### src/rtl/display_scan_controller.sv
// Time-multiplexed 4-digit scan driver with shadow/active double buffering for a shared 3-bit decoder.
// Optional inter-digit blanking gap is compiled in with `define DISPLAY_BLANK_EN.
module display_scan_controller #(
  parameter int DIV_MAX      = 49999,
  parameter int BLANK_CYCLES = 4
) (
  input  logic        clk,
  input  logic        reset,
  input  logic        enable,
  input  logic        load,
  input  logic [11:0] load_data,
  output logic [2:0]  code_out,
  output logic [3:0]  digit_en,
  output logic        load_ack,
  output logic        frame_start
);

  localparam int PW = (DIV_MAX < 1) ? 1 : $clog2(DIV_MAX + 1);
  localparam logic [PW-1:0] PRE_LAST = PW'(DIV_MAX);
  localparam logic [7:0]    BLK_LAST = 8'(BLANK_CYCLES - 1);

  typedef enum logic [1:0] {IDLE, SHOW, BLANK} state_t;

  state_t        state, state_n;
  logic [1:0]    idx, idx_n;
  logic [PW-1:0] pre, pre_n;
  logic [7:0]    blk, blk_n;
  logic [11:0]   shadow, shadow_n;
  logic [11:0]   active, active_n;
  logic          pending, pending_n;
  logic [2:0]    code_n;
  logic [3:0]    digit_en_n;
  logic          load_ack_n, frame_start_n;
  logic          enter0;

  function automatic logic [2:0] digit_code(input logic [11:0] a, input logic [1:0] i);
    case (i)
      2'd0:    digit_code = a[2:0];
      2'd1:    digit_code = a[5:3];
      2'd2:    digit_code = a[8:6];
      default: digit_code = a[11:9];
    endcase
  endfunction

  always_comb begin
    state_n = state;
    idx_n   = idx;
    pre_n   = pre;
    blk_n   = blk;
    enter0  = 1'b0;
    case (state)
      IDLE: begin
        idx_n = 2'd0;
        pre_n = '0;
        blk_n = 8'd0;
        if (enable) begin
          state_n = SHOW;
          enter0  = 1'b1;
        end
      end
      SHOW: begin
        if (!enable) begin
          state_n = IDLE;
          idx_n   = 2'd0;
          pre_n   = '0;
          blk_n   = 8'd0;
        end else if (pre == PRE_LAST) begin
          pre_n = '0;
`ifdef DISPLAY_BLANK_EN
          state_n = BLANK;
          blk_n   = 8'd0;
`else
          idx_n  = idx + 2'd1;
          enter0 = (idx == 2'd3);
`endif
        end else begin
          pre_n = pre + 1'b1;
        end
      end
      BLANK: begin
        // Unreachable unless SHOW exits here, i.e. only with the blanking gap built in.
        if (!enable) begin
          state_n = IDLE;
          idx_n   = 2'd0;
          pre_n   = '0;
          blk_n   = 8'd0;
        end else if (blk == BLK_LAST) begin
          state_n = SHOW;
          idx_n   = idx + 2'd1;
          blk_n   = 8'd0;
          enter0  = (idx == 2'd3);
        end else begin
          blk_n = blk + 8'd1;
        end
      end
      default: state_n = IDLE;
    endcase
  end

  // A load coinciding with a frame commit goes straight to active.
  always_comb begin
    shadow_n      = load ? load_data : shadow;
    active_n      = active;
    pending_n     = pending | load;
    load_ack_n    = 1'b0;
    frame_start_n = enter0;
    if (enter0 && (pending || load)) begin
      active_n   = load ? load_data : shadow;
      pending_n  = 1'b0;
      load_ack_n = 1'b1;
    end
    digit_en_n = (state_n == SHOW) ? (4'b0001 << idx_n) : 4'b0000;
    case (state_n)
      SHOW:    code_n = digit_code(active_n, idx_n);
      BLANK:   code_n = code_out;
      default: code_n = 3'b000;
    endcase
  end

  always_ff @(posedge clk or posedge reset) begin
    if (reset) begin
      state       <= IDLE;
      idx         <= 2'd0;
      pre         <= '0;
      blk         <= 8'd0;
      shadow      <= 12'd0;
      active      <= 12'd0;
      pending     <= 1'b0;
      code_out    <= 3'b000;
      digit_en    <= 4'b0000;
      load_ack    <= 1'b0;
      frame_start <= 1'b0;
    end else begin
      state       <= state_n;
      idx         <= idx_n;
      pre         <= pre_n;
      blk         <= blk_n;
      shadow      <= shadow_n;
      active      <= active_n;
      pending     <= pending_n;
      code_out    <= code_n;
      digit_en    <= digit_en_n;
      load_ack    <= load_ack_n;
      frame_start <= frame_start_n;
    end
  end

endmodule

### config.mk
export PLATFORM = sky130hd
export DESIGN_NAME = display_scan_controller
export DESIGN_NICKNAME = d
export VERILOG_FILES = /design/src/rtl/display_scan_controller.sv
export SDC_FILE = /design/constraint.sdc
export NUM_CORES = 1
export LEC_CHECK = 0
export BUFFER_PORTS_ARGS = -buffer_cell sky130_fd_sc_hd__buf_4
export CAP_MARGIN = 20
export CORE_ASPECT_RATIO = 0.5
export CORE_MARGIN = 2
export CORE_UTILIZATION = 35
export DETAILED_ROUTE_END_ITERATION = 7
export GPL_TIMING_DRIVEN = 1
export PLACE_DENSITY = 0.63
export SETUP_SLACK_MARGIN = 0.3
export SLEW_MARGIN = 0
export SYNTH_ARGS = -nofsm -noshare
export SYNTH_HDL_FRONTEND = slang
export SYNTH_SLANG_ARGS = --single-unit
### constraint.sdc
create_clock -name clk -period 6.7 [get_ports clk]
set_input_delay 0.335 -clock clk [delete_from_list [all_inputs] [get_ports clk]]
set_output_delay 0.335 -clock clk [all_outputs]
set_load 0.005 [all_outputs]
==> run metrics <==
status finished clean; maximum clock path buffer count 2; Via density 5.03; sequential cell area 0.00155 mm2; number of remaining DRC errors 0; Post-Place Cell Area 0.00325 mm2; Mapped Area 0.00296 mm2; post-route ant nets 0; Peak supply drop 0.170 mV; Fillers 764; Data required, critical path 6.90 ns; Setup WS post-layout 3.41 ns; Seq/Total Area, Yosys 0.524; Routed Wire Length 5660 um; largest family of logic cells by synthesized area simple AND/OR/NAND/NOR gates; CTS buffer count 9; final instance area 0.00356 mm2; top_reg_cell synth dfrtp_1; synth top area cells dfrtp_1 52%, mux2_2 9.1%, o21ai_0 3.6%; post-synthesis mux area share 0.125; IO Pins 25; Compound-Gate Fraction of Synth Area 0.0909; worst hold path class in2async; fmax 304 MHz; final max-slew violation count 0; HPWL after DPL 4080 um; Avg WL per Cell 13.9 um; CP Launch Type register; worst slew pin tran 1.08 ns; Die H 69.0 um; dpl ws 3.38 ns; Core ar. 0.00812 mm2; largest net degree at the start of global routing 63; CTS resizes 0; Yosys warning count 0; CP Launch Point state[0]; Power Dens Cells 322 mW/mm2; gr usage total 0.130; Adder-Cell Fraction of Synth Area 0.0338; Synth Register Bits 62; Finished Layout Cells 406; vias in the first global route 1957; hold_buf cts 0; die footprint 0.00925 mm2; Vias 2042; port bufs 24; xor/xnor share of the synthesized area 0.0325; total power 0.00115 W; first-pass GRT wire length 9560 um; antenna cells 0; clock root buffer clkbuf_16; worst skew pair latency 0.32 ns; reg-to-reg startpoint state[0]; TritonRoute pass-1 iters 4; P&R area growth vs syn 20.1%; Distinct cells, synth 48; relative slew slack 0.279; Static Leakage 1.59 nW; Multi-input gate area 0.00135 mm2; top post-synthesis cells by count 62 x dfrtp_1, 24 x mux2_2, 22 x nor2_1; fin nets 313; initial core utilization 0.365; setup TNS 0 ns; critical path class reg2reg; Post-CTS Setup Repair Bufs 0; worst-path maximum fanout 13; Post-synth EDFFs 0; Final Hold Vio Count 0; initial antenna violation count 0; max-cap viol count 0; Overflow after GRT 0; simple-gate share of the synthesized area 0.172; share of post-route cells with drive strength above 1 0.255; placer congestion estimate 0.802; Async S/R FF share, synth 1.00; Worst Path Arrival 3.50 ns; Clock Skew 0.00490 ns; syn nets 284; Cells after Synth 260; syn avg cell area 11.4 um2; CTS tree yes; Die X 134 um; RSZ-0062 raised after global routing no; share of the cycle needed by the critical path after routing 0.491; final setup vio count 0; dominant cell type by area after synthesis dfrtp_1; Initial DRC Count 110; placed insts 390; H-tree depth 3; most frequent cell after synthesis dfrtp_1; Final Critical Period 3.29 ns; element type at the critical path end register; Worst-path clk slew 0.05 ns; # rows 23; clk sinks 62; area share of the leading cell type in the synthesized netlist 0.524
## worst max-delay path, cell delays in order (launching register included)
cell and delay [ns]:
dfrtp_1 0.44, ha_1 0.36, nand4b_1 0.25, nor3_1 0.08, a211oi_2 0.91, mux2_2 0.43, mux4_2 0.46, a22o_1 0.24
## final cells by class
cell class / instances / area share
flip-flops and latches: 62 / 0.436
clock inverters: 4 / 0.0127
inverters: 8 / 0.00844
repair buffers: 25 / 0.0528
clock buffers: 12 / 0.0721
well taps: 112 / 0.0394
multi-input cells: 183 / 0.378
## registers in the layout, summed over array words and instances, names as in the netlist
signal,count
shadow,12
load_ack,1
digit_en,4
state,2
idx,2
pre,16
blk,8
active,12
frame_start,1
pending,1
code_out,3
## worst paths after layout
kind	endpoint	slack, ns	depth (start not counted)
hold reg to reg	active[6]	0.49	1
hold / removal	digit_en[2]	0.24	3
max in group asynchronous	pre[7]	5.97	3
setup reg to reg	code_out[2]	3.41	7
setup / recovery	code_out[2]	3.41	7
min in group clk	shadow[3]	0.27	2
## power by group
part,internal [W],leakage (nW),total (W),switching [W]
clock network,0.000306,0.152,0.000455,0.000149
logic,0.000114,0.633,0.000221,0.000107
registers,0.000442,0.800,0.000470,0.0000282
## metal layers
| metal | part of all wire | track usage | vias to the layer above | wire length, um |
|---|---|---|---|---|
| li1 | - | - | 991 | - |
| met1 | 0.48 | 0.175 | 1011 | 2730 |
| met2 | 0.46 | 0.206 | 36 | 2630 |
| met3 | 0.044 | 0.0419 | 4 | 250 |
| met4 | 0.0094 | 0.0316 | 0 | 53 |
| met5 | 0 | 0 | - | 0 |
## placed cells by master, fill, tap and decap left out, types with 2 or more instances in the layout
| cell type | netlist | final |
|---|---|---|
| dfrtp_1 | 62 | 62 |
| buf_4 | 0 | 25 |
| mux2_2 | 24 | 24 |
| nor2_1 | 22 | 22 |
| o21ai_0 | 21 | 21 |
| nand2_1 | 18 | 18 |
| nand3_1 | 12 | 12 |
| clkbuf_16 | 0 | 9 |
| ha_1 | 8 | 8 |
| xor2_1 | 7 | 7 |
| inv_1 | 8 | 7 |
| and3_1 | 6 | 6 |
| a21oi_1 | 5 | 5 |
| nand4_1 | 5 | 5 |
| nand2b_1 | 5 | 5 |
| xnor2_1 | 4 | 4 |
| nor3_1 | 4 | 4 |
| nor2b_1 | 3 | 3 |
| a22o_1 | 3 | 3 |
| clkinv_2 | 0 | 3 |
| nor4b_1 | 2 | 2 |
| nor4bb_1 | 2 | 2 |
| or3_1 | 2 | 2 |
| a21o_1 | 2 | 2 |
| and4_1 | 2 | 2 |
| a31oi_1 | 2 | 2 |
| o21a_1 | 2 | 2 |
| mux4_1 | 2 | 2 |
| clkbuf_8 | 0 | 2 |
## cell families after synthesis
family          count (synthesis)
buf+inv                        15
fa+ha+maj                       8
flops                          62
mux                            29
simple gates                   93
compound gates                 42
xor+xnor                       11
## stage by stage
step	utilization	hold WS [ns]
2_1_floorplan	-	0.457
3_3_place_gp	0.401	0.476
3_5_place_dp	0.401	0.483
4_1_cts	0.438	0.257
5_1_grt	0.438	0.258
6_report	0.438	0.239
(Power assumes the default switching activity.)
